==> config.mk <==
export PLATFORM = sky130hd
export DESIGN_NAME = pc_mem_unit_flat
export DESIGN_NICKNAME = d
export VERILOG_FILES = /design/src/rtl/cpu_pkg.sv /design/src/rtl/pc_mem_unit_if.sv /design/src/rtl/pc_mem_unit.sv /design/src/flat_wrapper.sv
export SDC_FILE = /design/constraint.sdc
export NUM_CORES = 1
export LEC_CHECK = 0
export ABC_CLOCK_PERIOD_IN_PS = 5650
export CAP_MARGIN = 20
export CORE_UTILIZATION = 44
export CTS_CLUSTER_SIZE = 24
export DETAILED_ROUTE_END_ITERATION = 8
export GPL_TIMING_DRIVEN = 0
export PLACE_DENSITY = 0.84
export SYNTH_ARGS = -nofsm -noshare
export SYNTH_HDL_FRONTEND = slang
export SYNTH_SLANG_ARGS = --single-unit
==> constraint.sdc <==
create_clock -name clk -period 5.65 [get_ports clk]
set_input_delay 0.8475 -clock clk [delete_from_list [all_inputs] [get_ports clk]]
set_output_delay 0.8475 -clock clk [all_outputs]
set_load 0.02 [all_outputs]
==> src/rtl/cpu_pkg.sv <==
`default_nettype none
// ============================================================================
// Module  : cpu_pkg
// Brief   : Shared encodings for the PC / memory-interface unit.
// Revision: 1.0 - initial release
// ============================================================================
package cpu_pkg;

    localparam logic [1:0] MNONE  = 2'b00;
    localparam logic [1:0] MREAD  = 2'b01;
    localparam logic [1:0] MWRITE = 2'b10;

    localparam logic [1:0] PC_INC  = 2'd0;
    localparam logic [1:0] PC_REL  = 2'd1;
    localparam logic [1:0] PC_ABS  = 2'd2;
    localparam logic [1:0] PC_HOLD = 2'd3;

    typedef enum logic [1:0] {
        IDLE    = 2'd0,
        IFETCH  = 2'd1,
        DACCESS = 2'd2,
        HALTED  = 2'd3
    } state_t;

endpackage
`default_nettype wire

==> src/rtl/pc_mem_unit_if.sv <==
`default_nettype none
// ============================================================================
// Module  : pc_mem_unit_if
// Brief   : Shared memory port: command/address out, ready/read data back.
// Revision: 1.0 - initial release
// ============================================================================
interface pc_mem_unit_if #(
    parameter int ADDR_W = 9,
    parameter int DATA_W = 16
);
    logic [1:0]        mem_cmd;
    logic [ADDR_W-1:0] mem_addr;
    logic              mem_ready;
    logic [DATA_W-1:0] read_data;

    modport master (output mem_cmd, output mem_addr, input mem_ready, input read_data);
    modport slave  (input mem_cmd, input mem_addr, output mem_ready, output read_data);
endinterface
`default_nettype wire

==> src/rtl/pc_mem_unit.sv <==
`default_nettype none
// ============================================================================
// Module  : pc_mem_unit
// Brief   : PC, data-address and instruction registers with fetch/data
//           arbitration of one memory port and a wait-state timeout.
// Revision: 1.0 - initial release
// ============================================================================
module pc_mem_unit
    import cpu_pkg::*;
#(
    parameter int                ADDR_W   = 9,
    parameter int                DATA_W   = 16,
    parameter logic [ADDR_W-1:0] RESET_PC = '0,
    parameter int                MAX_WAIT = 15
) (
    input  wire logic              clk,
    input  wire logic              reset,
    input  wire logic              start_fetch,
    input  wire logic              mem_req,
    input  wire logic              mem_wr,
    input  wire logic              pc_load,
    input  wire logic [1:0]        pc_sel,
    input  wire logic [DATA_W-1:0] offset,
    input  wire logic [DATA_W-1:0] abs_addr,
    input  wire logic              load_addr,
    input  wire logic              halt,
    pc_mem_unit_if.master          mem,
    output logic      [DATA_W-1:0] ir,
    output logic      [ADDR_W-1:0] pc,
    output logic                   ir_valid,
    output logic                   data_done,
    output logic                   busy,
    output logic                   halted,
    output logic                   err
);

    localparam int                WAIT_W      = $clog2(MAX_WAIT + 1);
    localparam logic [WAIT_W-1:0] C_WAIT_LAST = WAIT_W'(MAX_WAIT - 1);

    state_t            r_state;
    state_t            w_state_nxt;
    logic [ADDR_W-1:0] r_pc;
    logic [ADDR_W-1:0] r_da;
    logic [DATA_W-1:0] r_ir;
    logic [WAIT_W-1:0] r_wait;
    logic              r_wr;
    logic              r_ir_valid;
    logic              r_data_done;
    logic              r_err;
    logic              w_ack;
    logic              w_timeout;
    logic [ADDR_W-1:0] w_pc_upd;

    always_ff @(posedge clk) begin
        if (reset) begin
            r_state <= IDLE;
        end else begin
            r_state <= w_state_nxt;
        end
    end

    always_comb begin
        w_state_nxt = r_state;
        w_ack       = 1'b0;
        w_timeout   = 1'b0;
        case (r_state)
            IDLE: begin
                if (halt) begin
                    w_state_nxt = HALTED;
                end else if (start_fetch) begin
                    w_state_nxt = IFETCH;
                end else if (mem_req) begin
                    w_state_nxt = DACCESS;
                end
            end
            IFETCH, DACCESS: begin
                if (mem.mem_ready) begin
                    w_ack       = 1'b1;
                    w_state_nxt = IDLE;
                end else if (r_wait == C_WAIT_LAST) begin
                    w_timeout   = 1'b1;
                    w_state_nxt = HALTED;
                end
            end
            HALTED: w_state_nxt = HALTED;
            default: w_state_nxt = IDLE;
        endcase
    end

    // PC_REL adds to a PC that already points past the branch instruction.
    always_comb begin
        w_pc_upd = r_pc;
        case (pc_sel)
            PC_INC:  w_pc_upd = r_pc + ADDR_W'(1);
            PC_REL:  w_pc_upd = r_pc + offset[ADDR_W-1:0];
            PC_ABS:  w_pc_upd = abs_addr[ADDR_W-1:0];
            default: w_pc_upd = r_pc;
        endcase
    end

    always_ff @(posedge clk) begin
        if (reset) begin
            r_pc        <= RESET_PC;
            r_da        <= '0;
            r_ir        <= '0;
            r_wait      <= '0;
            r_wr        <= 1'b0;
            r_ir_valid  <= 1'b0;
            r_data_done <= 1'b0;
            r_err       <= 1'b0;
        end else begin
            r_ir_valid  <= 1'b0;
            r_data_done <= 1'b0;
            if (r_state == IDLE) begin
                r_wait <= '0;
                if (pc_load) begin
                    r_pc <= w_pc_upd;
                end
                if (w_state_nxt == DACCESS) begin
                    r_wr <= mem_wr;
                end
            end
            // The data address must stay stable while a data access is open.
            if (load_addr && (r_state != DACCESS)) begin
                r_da <= abs_addr[ADDR_W-1:0];
            end
            if ((r_state == IFETCH) || (r_state == DACCESS)) begin
                if (!w_ack && !w_timeout) begin
                    r_wait <= r_wait + WAIT_W'(1);
                end
            end
            if (w_ack && (r_state == IFETCH)) begin
                r_ir       <= mem.read_data;
                r_pc       <= r_pc + ADDR_W'(1);
                r_ir_valid <= 1'b1;
            end
            if (w_ack && (r_state == DACCESS)) begin
                r_data_done <= 1'b1;
            end
            if (w_timeout) begin
                r_err <= 1'b1;
            end
        end
    end

    assign mem.mem_cmd  = (r_state == IFETCH)  ? MREAD :
                          (r_state == DACCESS) ? (r_wr ? MWRITE : MREAD) : MNONE;
    assign mem.mem_addr = (r_state == IFETCH)  ? r_pc :
                          (r_state == DACCESS) ? r_da : '0;

    assign ir        = r_ir;
    assign pc        = r_pc;
    assign ir_valid  = r_ir_valid;
    assign data_done = r_data_done;
    assign busy      = (r_state == IFETCH) || (r_state == DACCESS);
    assign halted    = (r_state == HALTED);
    assign err       = r_err;

    generate
        if (DATA_W > ADDR_W) begin : g_upper_bits
            logic w_unused_upper;
            assign w_unused_upper = ^{offset[DATA_W-1:ADDR_W], abs_addr[DATA_W-1:ADDR_W]};
        end
    endgenerate

endmodule
`default_nettype wire
==> src/flat_wrapper.sv <==
// flat-port wrapper written by rule: the top's interface ports become plain ports
module pc_mem_unit_flat import cpu_pkg::*;
#(
    parameter int                ADDR_W   = 9,
    parameter int                DATA_W   = 16,
    parameter logic [ADDR_W-1:0] RESET_PC = '0,
    parameter int                MAX_WAIT = 15
)
  (clk, reset, start_fetch, mem_req, mem_wr, pc_load, pc_sel, offset, abs_addr, load_addr, halt, ir, pc, ir_valid, data_done, busy, halted, err, mem_mem_cmd, mem_mem_addr, mem_mem_ready, mem_read_data);
  pc_mem_unit_if #(.ADDR_W(ADDR_W), .DATA_W(DATA_W)) mem_i ();
  input  wire logic clk;
  input  wire logic reset;
  input  wire logic start_fetch;
  input  wire logic mem_req;
  input  wire logic mem_wr;
  input  wire logic pc_load;
  input  wire logic [1:0] pc_sel;
  input  wire logic [DATA_W-1:0] offset;
  input  wire logic [DATA_W-1:0] abs_addr;
  input  wire logic load_addr;
  input  wire logic halt;
  output logic      [DATA_W-1:0] ir;
  output logic      [ADDR_W-1:0] pc;
  output logic ir_valid;
  output logic data_done;
  output logic busy;
  output logic halted;
  output logic err;
  output wire logic [$bits(mem_i.mem_cmd)-1:0] mem_mem_cmd;
  output wire logic [$bits(mem_i.mem_addr)-1:0] mem_mem_addr;
  input wire logic [$bits(mem_i.mem_ready)-1:0] mem_mem_ready;
  input wire logic [$bits(mem_i.read_data)-1:0] mem_read_data;
  assign mem_mem_cmd = mem_i.mem_cmd;
  assign mem_mem_addr = mem_i.mem_addr;
  assign mem_i.mem_ready = mem_mem_ready;
  assign mem_i.read_data = mem_read_data;
  pc_mem_unit #(.ADDR_W(ADDR_W), .DATA_W(DATA_W), .RESET_PC(RESET_PC), .MAX_WAIT(MAX_WAIT)) u_core (.clk(clk), .reset(reset), .start_fetch(start_fetch), .mem_req(mem_req), .mem_wr(mem_wr), .pc_load(pc_load), .pc_sel(pc_sel), .offset(offset), .abs_addr(abs_addr), .load_addr(load_addr), .halt(halt), .mem(mem_i), .ir(ir), .pc(pc), .ir_valid(ir_valid), .data_done(data_done), .busy(busy), .halted(halted), .err(err));
endmodule
==> key figures, run 1 <==
Finish
  – Layout cells sized above 1: 0.0326
  – Area growth from synthesis to layout: 40.9%
  – Diodes inserted: 0
  – Design area: 3590 µm²
  – Post-layout utilization of the core: 0.648
  – Nets: 506

Yosys
  – Multiplexer share of the synthesized area: 0.0123
  – Post-synth top area cell: dfxtp_1
  – Adder-Cell Fraction of Synth Area: 0.0962
  – Synth top area share: 0.346
  – Warnings, synthesis: 0
  – Register bit total from synthesis: 44
  – Mapped Cells: 337
  – Post-synthesis simple-gate area fraction: 0.227
  – Compound-Gate Fraction of Synth Area: 0.254
  – Syn avg cell area: 7.56 µm²
  – Mapped cell area: 2550 µm²
  – Main synth FF type: dfxtp_1
  – Largest family of logic cells by synthesized area: compound AO/OA/AOI/OAI gates
  – Sequential area share after synthesis: 0.346
  – Distinct cells, synth: 47
  – Top cells by area, synth: dfxtp_1 (35%), nand2_1 (11%), ha_1 (8.8%)
  – Post-Syn Nets: 415
  – Post-synth EDFFs: 0
  – Synth async-reset ratio: 0
  – Xor and xnor fraction of the mapped netlist area: 0.0172

Global route
  – Global route overflow: 0
  – Largest net degree at the start of global routing: 15
  – Number of global-route vias before repair: 2445
  – Gr busiest metal: met2
  – Met2 Usage GRT: 0.406
  – GR Layer Usage met3: 0.0593
  – First-pass GRT wire length: 11.3 mm
  – Grt met1 use: 0.284
  – Initial antenna violation count: 0
  – GRT Total Usage: 0.230

STA
  – Final Slew Violations: 0
  – Tcrit/Tclk final: 0.572
  – Unrepaired setup endpoints after global routing: false
  – Fin. Hold Viols: 0
  – Worst slew margin: 0.639
  – Least-Margin Pin Slew: 0.541 ns
  – Setup TNS: 0 ns
  – Setup Viol. Count Final: 0
  – Fmax: 309 MHz
  – Min Clock Period, post-route: 3.23 ns
  – Clock Skews: 0.0102 ns

Routing
  – Final WL: 7.00 mm
  – First DRT Iteration DRCs: 250
  – WL/cell: 14.0 µm
  – DR DRC count: 0
  – Vias after detailed routing: 2744
  – Routed Antenna Nets: 0
  – Vias per cell: 5.48
  – TritonRoute pass-1 iters: 4

Hold path
  – Worst hold path type: flip-flop to flip-flop
  – Critical hold path startpoint: u_core.ir[14]
  – Hold Path Sink: u_core.ir[14]
  – WHS Path Cells: 2

Clock tree
  – H-tree depth: 2
  – CTS Buffer Depth: 2
  – Clk slew on worst S/H paths: 0.09 ns
  – CTS buffer count: 5
  – Num Clock Sinks: 44
  – CTS tree: done
  – Post-CTS resize count: 0
  – Postcts setup bufs: 0
  – Hold buffers post-CTS: 0
  – Worst skew pair latency: 0.30 ns
  – Clk root buf: clkbuf_8

Worst setup path
  – Crit-path cells: inv_1 -> ha_1 -> clkbuf_1 -> nand2_1 -> o21ai_0 -> clkdlybuf4s50_1
  – Worst path top cell family by delay: buffers and inverters
  – Worst-path maximum fanout: 10
  – Reg2reg setup slack: 3.30 ns
  – Critical Path Source Type: flip-flop
  – Setup Crit Path Kind: flip-flop to output port
  – Worst flop-to-flop path endpoint: u_core.pc[6]
  – Arrival @ worst endpoint: 2.38 ns
  – CP bufs+invs: 3
  – CP endpoint kind: output port
  – Max incr delay on CP: 0.65 ns
  – Critical Path RT: 4.80 ns
  – Slowest cell on crit path: clkdlybuf4s50_1
  – Crit path launch: u_core.r_state[0]
  – R2R Path Start: u_core.pc[0]
  – R2R cell count: 7

Floorplan
  – Die ar.: 6100 µm²
  – Die W: 78.1 µm
  – Initial Util: 0.460
  – IO Pins: 100
  – CORE AREA: 5540 µm²
  – Standard-cell rows: 27
  – Die Span Y: 78.1 µm

Power and ir drop
  – Pwr dens: 291 nW/µm²
  – Static Leak: 0.00132 µW
  – Worst VDD drop: 0.179 mV

Run status
  – Outcome: finished clean

Placement
  – Port bufs: 84
  – Final GP Congestion: 0.918
  – Detailed placement HPWL: 5.33 mm
  – Cell area after placement: 3480 µm²

Run
  – Max Cap Viol: 0
[worst max path at each step]
stage | endpoint | slack [ns] | depth (start not counted)
2_1_floorplan | u_core.pc[6] | 3.17 | 7
3_3_place_gp | u_core.pc[6] | 2.52 | 8
3_5_place_dp | u_core.pc[6] | 2.47 | 8
4_1_cts | mem_mem_addr[4] | 2.46 | 6
5_1_grt | mem_mem_addr[5] | 2.31 | 6
6_report | mem_mem_addr[4] | 2.42 | 6
[cell type report]
type / count / area, µm²
Buffer: 17 / 72.6
Clock buffer: 5 / 68.8
Clock inverter: 3 / 42.5
Fill cell: 503 / 1950
Inverter: 13 / 48.8
Multi-Input combinational cell: 263 / 1550
Sequential cell: 44 / 881
Tap cell: 72 / 90.1
Timing Repair Buffer: 84 / 841
[layer usage]
metal / share of wire / vias to the layer above
met1: 0.43 / 1276
met2: 0.49 / 104
met4: 0.0063 / 0
met3: 0.080 / 5
met5: 0 / -
li1: - / 1359
[layout by cell type, fill, tap and decap left out, types with 2 or more instances in the layout]
cell             count
a211oi_1             9
a21o_1               3
a21oi_1             43
a221o_1              2
a221oi_1             3
a31oi_1              3
and2_1               2
and3_1               3
clkbuf_1            15
clkbuf_8             5
clkdlybuf4s50_1     84
dfxtp_1             44
ha_1                18
inv_1               13
mux2i_1              2
nand2_1             77
nand2b_1             6
nand3_1              7
nand4_1              2
nor2_1              21
nor2b_1              3
nor3_1               4
nor4_1               3
o211ai_1             4
o21ai_0             20
o21ai_1              4
xnor2_1              3
xor2_1               2
[flip-flops by register name, indices dropped and copies added (netlist names)]
register	count
u_core.pc	9
u_core.r_da	9
u_core.data_done	1
u_core.r_wait	4
u_core.ir	16
u_core.ir_valid	1
u_core.r_wr	1
u_core.err	1
u_core.r_state	2
[where the power goes]
group | leakage (µW) | switching (µW) | total, µW | internal [µW]
combinational | 0.000907 | 236 | 421 | 185
clock | 0.0000541 | 115 | 246 | 131
sequential | 0.000359 | 36.0 | 379 | 343
total | 0.00132 | 387 | 1050 | 659
[cells in the mapped netlist (all sizes together), types with 3 or more instances]
| master | number |
|---|---|
| and3 | 3 |
| o21ai | 24 |
| a31oi | 3 |
| nand2 | 78 |
| nor2b | 3 |
| nor4 | 3 |
| a221oi | 3 |
| dfxtp | 44 |
| nand2b | 6 |
| nand3 | 7 |
| nor3 | 4 |
| xnor2 | 3 |
| a211oi | 9 |
| a21o | 3 |
| o211ai | 4 |
| inv | 13 |
| a21oi | 43 |
| clkbuf | 15 |
| ha | 18 |
| nor2 | 22 |
[metrics by stage]
stage	instances	power, µW	setup WS [ns]	hold slack, ns
3_5_place_dp	493	803	2.47	0.446
5_1_grt	501	1110	2.31	0.479
2_1_floorplan	337	641	3.17	0.432
3_3_place_gp	493	792	2.52	0.441
4_1_cts	501	1050	2.46	0.458
6_report	501	1050	2.42	0.457
[worst reg2reg max path: cells and delay by family, from the launching register on]
| family | cells | cell delay, ns |
|---|---|---|
| flops | 1 | 0.40 |
| xor+xnor | 1 | 0.16 |
| fa+ha+maj | 2 | 0.69 |
| compound gates | 4 | 1.00 |
[logic make-up after synthesis]
family / count (synthesis)
simple gates: 133
flops: 44
compound gates: 103
fa+ha+maj: 19
xor+xnor: 5
buf+inv: 30
mux: 3
Note: power is estimated with default switching activity, not from simulation.
==> inputs of run 2 (changes only) <==
--- a/config.mk
+++ b/config.mk
@@ -5,13 +5,13 @@
 export SDC_FILE = /design/constraint.sdc
 export NUM_CORES = 1
 export LEC_CHECK = 0
-export ABC_CLOCK_PERIOD_IN_PS = 5650
+export ABC_CLOCK_PERIOD_IN_PS = 2650
 export CAP_MARGIN = 20
-export CORE_UTILIZATION = 44
+export CORE_UTILIZATION = 40
 export CTS_CLUSTER_SIZE = 24
 export DETAILED_ROUTE_END_ITERATION = 8
 export GPL_TIMING_DRIVEN = 0
-export PLACE_DENSITY = 0.84
+export PLACE_DENSITY = 0.8
 export SYNTH_ARGS = -nofsm -noshare
 export SYNTH_HDL_FRONTEND = slang
 export SYNTH_SLANG_ARGS = --single-unit
==> constraint.sdc (replaced) <==
create_clock -name clk -period 2.65 [get_ports clk]
set_input_delay 0.3975 -clock clk [delete_from_list [all_inputs] [get_ports clk]]
set_output_delay 0.3975 -clock clk [all_outputs]
set_load 0.02 [all_outputs]
==> run 2 against run 1 <==
Net effect: total power increased by 110%; global-route usage decreased by 0.30 points; first-iteration DRC count decreased by 15%; via count decreased by 2.8%.
==> key figures, run 2 (same netlist as run 1, synthesis figures left out) <==
STA
  – Unrepaired setup endpoints after global routing: false
  – Min Clock Period, post-route: 2.49 ns
  – Final Slew Violations: 0
  – Clock Skews: 0.00902 ns
  – Least-Margin Pin Slew: 0.475 ns
  – Fin Hold WS: 0.457 ns
  – Fmax: 401 MHz
  – Worst slew margin: 0.675
  – Tcrit/Tclk final: 0.940
  – Fin. Hold Viols: 0
  – Setup Viol. Count Final: 0

Power and ir drop
  – Flop pwr share: 0.362
  – Gate power share: 0.405
  – Clock power share: 0.233
  – Static Leak: 0.00144 µW
  – Sw Pwr: 827 µW
  – Int Pwr: 1410 µW
  – Pwr dens: 618 nW/µm²
  – Sw Share: 0.370
  – Worst VDD drop: 0.485 mV

Routing
  – Vias after detailed routing: 2668
  – Top sig layer: met4
  – Final WL: 7.21 mm
  – Met2 wire len: 3.51 mm
  – TritonRoute pass-1 iters: 4
  – Routed Antenna Nets: 0
  – Vias per cell: 5.29
  – First DRT Iteration DRCs: 213
  – WL/cell: 14.3 µm
  – Met1 WL: 3.10 mm
  – DR DRC count: 0
  – Routed met3 length: 513 µm

Placement
  – Cell area after placement: 3480 µm²
  – Port bufs: 84
  – Detailed placement HPWL: 5.52 mm
  – Final GP Congestion: 0.891

Floorplan
  – CORE AREA: 6030 µm²
  – Die W: 81.8 µm
  – Initial Util: 0.423
  – IO Pins: 100
  – Die ar.: 6700 µm²
  – Die Span Y: 81.8 µm
  – Standard-cell rows: 28

Finish
  – Most common cell after layout, fill and taps aside: clkdlybuf4s50_1
  – Design area: 3620 µm²
  – Nets: 506
  – Largest register FFs: 16
  – Diodes inserted: 0
  – Leading cell types in the layout, fill and taps excluded: clkdlybuf4s50_1 (78), nand2_1 (77), dfxtp_1 (44)
  – Area growth from synthesis to layout: 42.0%
  – Layout cells sized above 1: 0.0420

Hold path
  – Hold Path Sink: u_core.ir[0]
  – Worst hold path type: flip-flop to flip-flop
  – Critical hold path startpoint: u_core.ir[0]
  – WHS Path Cells: 2

Clock tree
  – Num Clock Sinks: 44
  – CTS tree: done
  – CTS Buffer Depth: 2
  – CTS buffer count: 5
  – H-tree depth: 2
  – Worst skew pair latency: 0.30 ns
  – Clk slew on worst S/H paths: 0.09 ns
  – Clk root buf: clkbuf_8

Worst setup path
  – Crit-path cells: inv_1 -> ha_1 -> clkbuf_2 -> nand2_1 -> o21ai_0 -> clkdlybuf4s50_1
  – Critical Path RT: 2.25 ns
  – Slowest cell on crit path: clkdlybuf4s50_1
  – CP bufs+invs: 3
  – Critical Path Source Type: flip-flop
  – CP endpoint kind: output port
  – Worst-path maximum fanout: 10
  – Arrival @ worst endpoint: 2.09 ns
  – Reg2reg setup slack: 0.38 ns
  – R2R cell count: 7
  – Worst path top cell family by delay: buffers and inverters
  – R2R Path Start: u_core.pc[0]
  – Worst flop-to-flop path endpoint: u_core.pc[6]
  – Setup Crit Path Kind: flip-flop to output port
  – Max incr delay on CP: 0.62 ns

Global route
  – Global route overflow: 0
  – Largest net degree at the start of global routing: 15
  – Number of global-route vias before repair: 2646
  – Initial antenna violation count: 0
  – GRT Total Usage: 0.227
  – First-pass GRT wire length: 12.0 mm

Run status
  – Outcome: finished clean

Run
  – Max Cap Viol: 0
==> run 2: power groups by stage <==
stage | Clock [µW] | Sequential, µW | Combinational, µW
3_5_place_dp | 0 | 823 | 895
5_1_grt | 555 | 822 | 994
2_1_floorplan | 0 | 857 | 510
6_report | 522 | 809 | 906
3_3_place_gp | 0 | 819 | 876
4_1_cts | 533 | 808 | 903
==> run 2: layer usage <==
metal | global-route usage | up-vias
met3 | 0.0589 | 12
met5 | 0 | -
li1 | - | 1356
met2 | 0.405 | 86
met4 | 0.0526 | 0
met1 | 0.269 | 1214
==> run 2: worst register-to-register path: stages, from the launching register on <==
cell and delay (ns):
dfxtp_1 0.39, ha_1 0.26, fa_1 0.45, a211oi_2 0.30, o21ai_1 0.11, xor2_1 0.18, a221oi_1 0.10, a2111oi_1 0.37
==> run 2: worst max-delay path by stage <==
stage	startpoint	end	slack (ns)	depth (start not counted)
floorplan	u_core.pc[0]	u_core.pc[6]	0.56	7
global placement	offset[0]	u_core.pc[6]	-0.02	8
detailed placement	offset[0]	u_core.pc[6]	-0.13	8
CTS	u_core.r_state[1]	mem_mem_addr[6]	0.05	5
global route	u_core.r_state[1]	mem_mem_addr[8]	0.007	5
finish	u_core.r_state[0]	mem_mem_addr[1]	0.16	6
==> run 2: through the flow <==
step	utilization	setup TNS, ns	cells	power, µW	worst slack [ns]
5_1_grt	0.600	0	504	2370	0.00653
4_1_cts	0.597	0	504	2240	0.0471
6_report	0.600	0	504	2240	0.159
3_5_place_dp	0.578	-0.135	496	1720	-0.135
2_1_floorplan	-	0	337	1370	0.563
3_3_place_gp	0.578	-0.0196	496	1690	-0.0196
==> run 2: what timing repair did <==
action                                  in CTS  in global routing
gates resized for setup                      2                  9
hold buffers                                 0                  0
buffers inserted                             0                  0
endpoints found under the setup margin       8                  9
==> run 2: area by class of cell <==
cell class,count,area (µm²)
Clock inverter,3,42.5
Inverter,13,48.8
Fill cell,545,2410
Tap cell,75,93.8
Sequential cell,44,881
Multi-Input combinational cell,263,1550
Buffer,17,76.3
Clock buffer,5,68.8
Timing Repair Buffer,84,856
==> inputs of run 3 (changes only) <==
--- a/config.mk
+++ b/config.mk
@@ -7,7 +7,9 @@
 export LEC_CHECK = 0
 export ABC_CLOCK_PERIOD_IN_PS = 2650
 export CAP_MARGIN = 20
-export CORE_UTILIZATION = 40
+export CELL_PAD_IN_SITES_DETAIL_PLACEMENT = 0
+export CELL_PAD_IN_SITES_GLOBAL_PLACEMENT = 1
+export CORE_UTILIZATION = 28
 export CTS_CLUSTER_SIZE = 24
 export DETAILED_ROUTE_END_ITERATION = 8
 export GPL_TIMING_DRIVEN = 0
==> run 3 against run 2 <==
Net effect: non-clock buffer count unchanged; combinational power decreased by 0.4%; cell count rose by 6.5%; wire length increased by 4.5%; total power is 3.3% lower; first-iteration DRC count down 56%; setup slack lost 0.0022 ns; sequential cell count did not move.
==> key figures, run 3 (same netlist as run 1, synthesis figures left out) <==
Run status
  – Outcome: finished clean

Clock tree
  – Num Clock Sinks: 44
  – CTS buffer count: 5
  – Clk root buf: clkbuf_8
  – CTS Buffer Depth: 2
  – Postcts setup bufs: 0
  – H-tree depth: 2
  – CTS tree: done
  – Clk slew on worst S/H paths: 0.09 ns
  – Worst skew pair latency: 0.30 ns

Finish
  – Diodes inserted: 0
  – Layout cells sized above 1: 0.0373
  – Design area: 3630 µm²
  – Fill cell count: 940
  – Largest register FFs: 16
  – Leading cell types in the layout, fill and taps excluded: nand2_1 (77), clkdlybuf4s50_1 (76), dfxtp_1 (44)
  – Nets: 506
  – Post-layout utilization of the core: 0.414
  – Area growth from synthesis to layout: 42.5%
  – Most common cell after layout, fill and taps aside: nand2_1

Floorplan
  – Standard-cell rows: 34
  – Die ar.: 9490 µm²
  – Initial Util: 0.291
  – Die Span Y: 97.4 µm
  – Die W: 97.4 µm
  – IO Pins: 100
  – CORE AREA: 8760 µm²

Routing
  – Final WL: 7.54 mm
  – Routed Antenna Nets: 0
  – TritonRoute pass-1 iters: 4
  – DR DRC count: 0
  – Vias per cell: 4.98
  – First DRT Iteration DRCs: 94
  – WL/cell: 14.0 µm
  – Vias after detailed routing: 2675

Global route
  – Number of global-route vias before repair: 2563
  – GRT Total Usage: 0.160
  – Global route overflow: 0
  – Initial antenna violation count: 0
  – First-pass GRT wire length: 12.4 mm
  – Largest net degree at the start of global routing: 14

Power and ir drop
  – Worst VDD drop: 0.222 mV
  – Sw Pwr: 825 µW
  – Gate power share: 0.417
  – Static Leak: 0.00142 µW
  – Flop pwr share: 0.373
  – Int Pwr: 1340 µW
  – Overall Power: 2160 µW
  – Clock power share: 0.210
  – Pwr dens: 596 nW/µm²
  – Sw Share: 0.382

Worst setup path
  – Critical Path RT: 2.25 ns
  – Setup Crit Path Kind: flip-flop to output port
  – CP endpoint kind: output port
  – Arrival @ worst endpoint: 2.10 ns
  – Critical Path Source Type: flip-flop
  – Worst-path maximum fanout: 10

STA
  – Min Clock Period, post-route: 2.49 ns
  – Fmax: 401 MHz
  – Clock Skews: 0.00531 ns
  – Unrepaired setup endpoints after global routing: false
  – Final Slew Violations: 0
  – Setup Viol. Count Final: 0
  – Worst slew margin: 0.635
  – Setup TNS: 0 ns
  – Fin. Hold Viols: 0
  – Least-Margin Pin Slew: 0.548 ns
  – Tcrit/Tclk final: 0.941

Hold path
  – Worst hold path type: flip-flop to flip-flop

Placement
  – Detailed placement HPWL: 5.89 mm
  – Final GP Congestion: 0.895
  – Port bufs: 84
  – Cell area after placement: 3520 µm²

Run
  – Max Cap Viol: 0
==> run 3: final timing paths <==
check	from	to	slack (ns)	cells past startpoint
min	u_core.ir[9]	u_core.ir[9]	0.46	2
max	u_core.r_state[1]	mem_mem_addr[8]	0.16	5
max reg2reg	u_core.pc[0]	u_core.pc[6]	0.33	7
min reg2reg	u_core.ir[9]	u_core.ir[9]	0.46	2
==> run 3: per-layer routing <==
| layer | wire length (µm) | part of all wire | global-route usage | vias up |
|---|---|---|---|---|
| met1 | 3230 | 0.43 | 0.198 | 1215 |
| li1 | - | - | - | 1364 |
| met4 | 129 | 0.017 | 0.0486 | 0 |
| met3 | 587 | 0.078 | 0.0374 | 11 |
| met2 | 3600 | 0.48 | 0.272 | 85 |
| met5 | 0 | 0 | 0 | - |
==> run 3: cell type report <==
type / instances / area, µm² / share of cell area
inverter: 13 / 48.8 / 0.0134
sequential: 44 / 881 / 0.243
clock inverter: 1 / 7.51 / 0.00207
tap: 108 / 135 / 0.0372
buffer: 17 / 76.3 / 0.0210
timing repair buffer: 84 / 850 / 0.234
clock buffer: 7 / 86.3 / 0.0238
multi-input combinational: 263 / 1550 / 0.426
==> run 3: timing repair <==
action                     4_1_cts  5_1_grt
cloned                           0        0
hold buffers                     0        0
resized for setup                5        7
setup endpoints to repair        8        6
==> run 3: through the flow <==
| step | hold WS [ns] | instances | setup WS [ns] |
|---|---|---|---|
| 3_3_place_gp | 0.441 | 529 | -0.0434 |
| 4_1_cts | 0.461 | 537 | 0.0205 |
| 5_1_grt | 0.478 | 537 | 0.0102 |
| 2_1_floorplan | 0.432 | 337 | 0.563 |
| 6_report | 0.457 | 537 | 0.157 |
| 3_5_place_dp | 0.447 | 529 | -0.123 |
==> run 3: worst max-delay path: stages (launching register included) <==
cell,delay (ns)
dfxtp_1,0.41
inv_1,0.08
ha_1,0.26
clkbuf_2,0.20
o21ai_0,0.20
clkdlybuf4s50_1,0.64
==> run 3: power by group through the flow <==
stage,clock network (µW),registers [µW],logic [µW]
after floorplan,0,857,510
after global placement,0,821,895
after detailed placement,0,823,904
after CTS,474,807,912
after global routing,492,820,1010
final,453,807,902
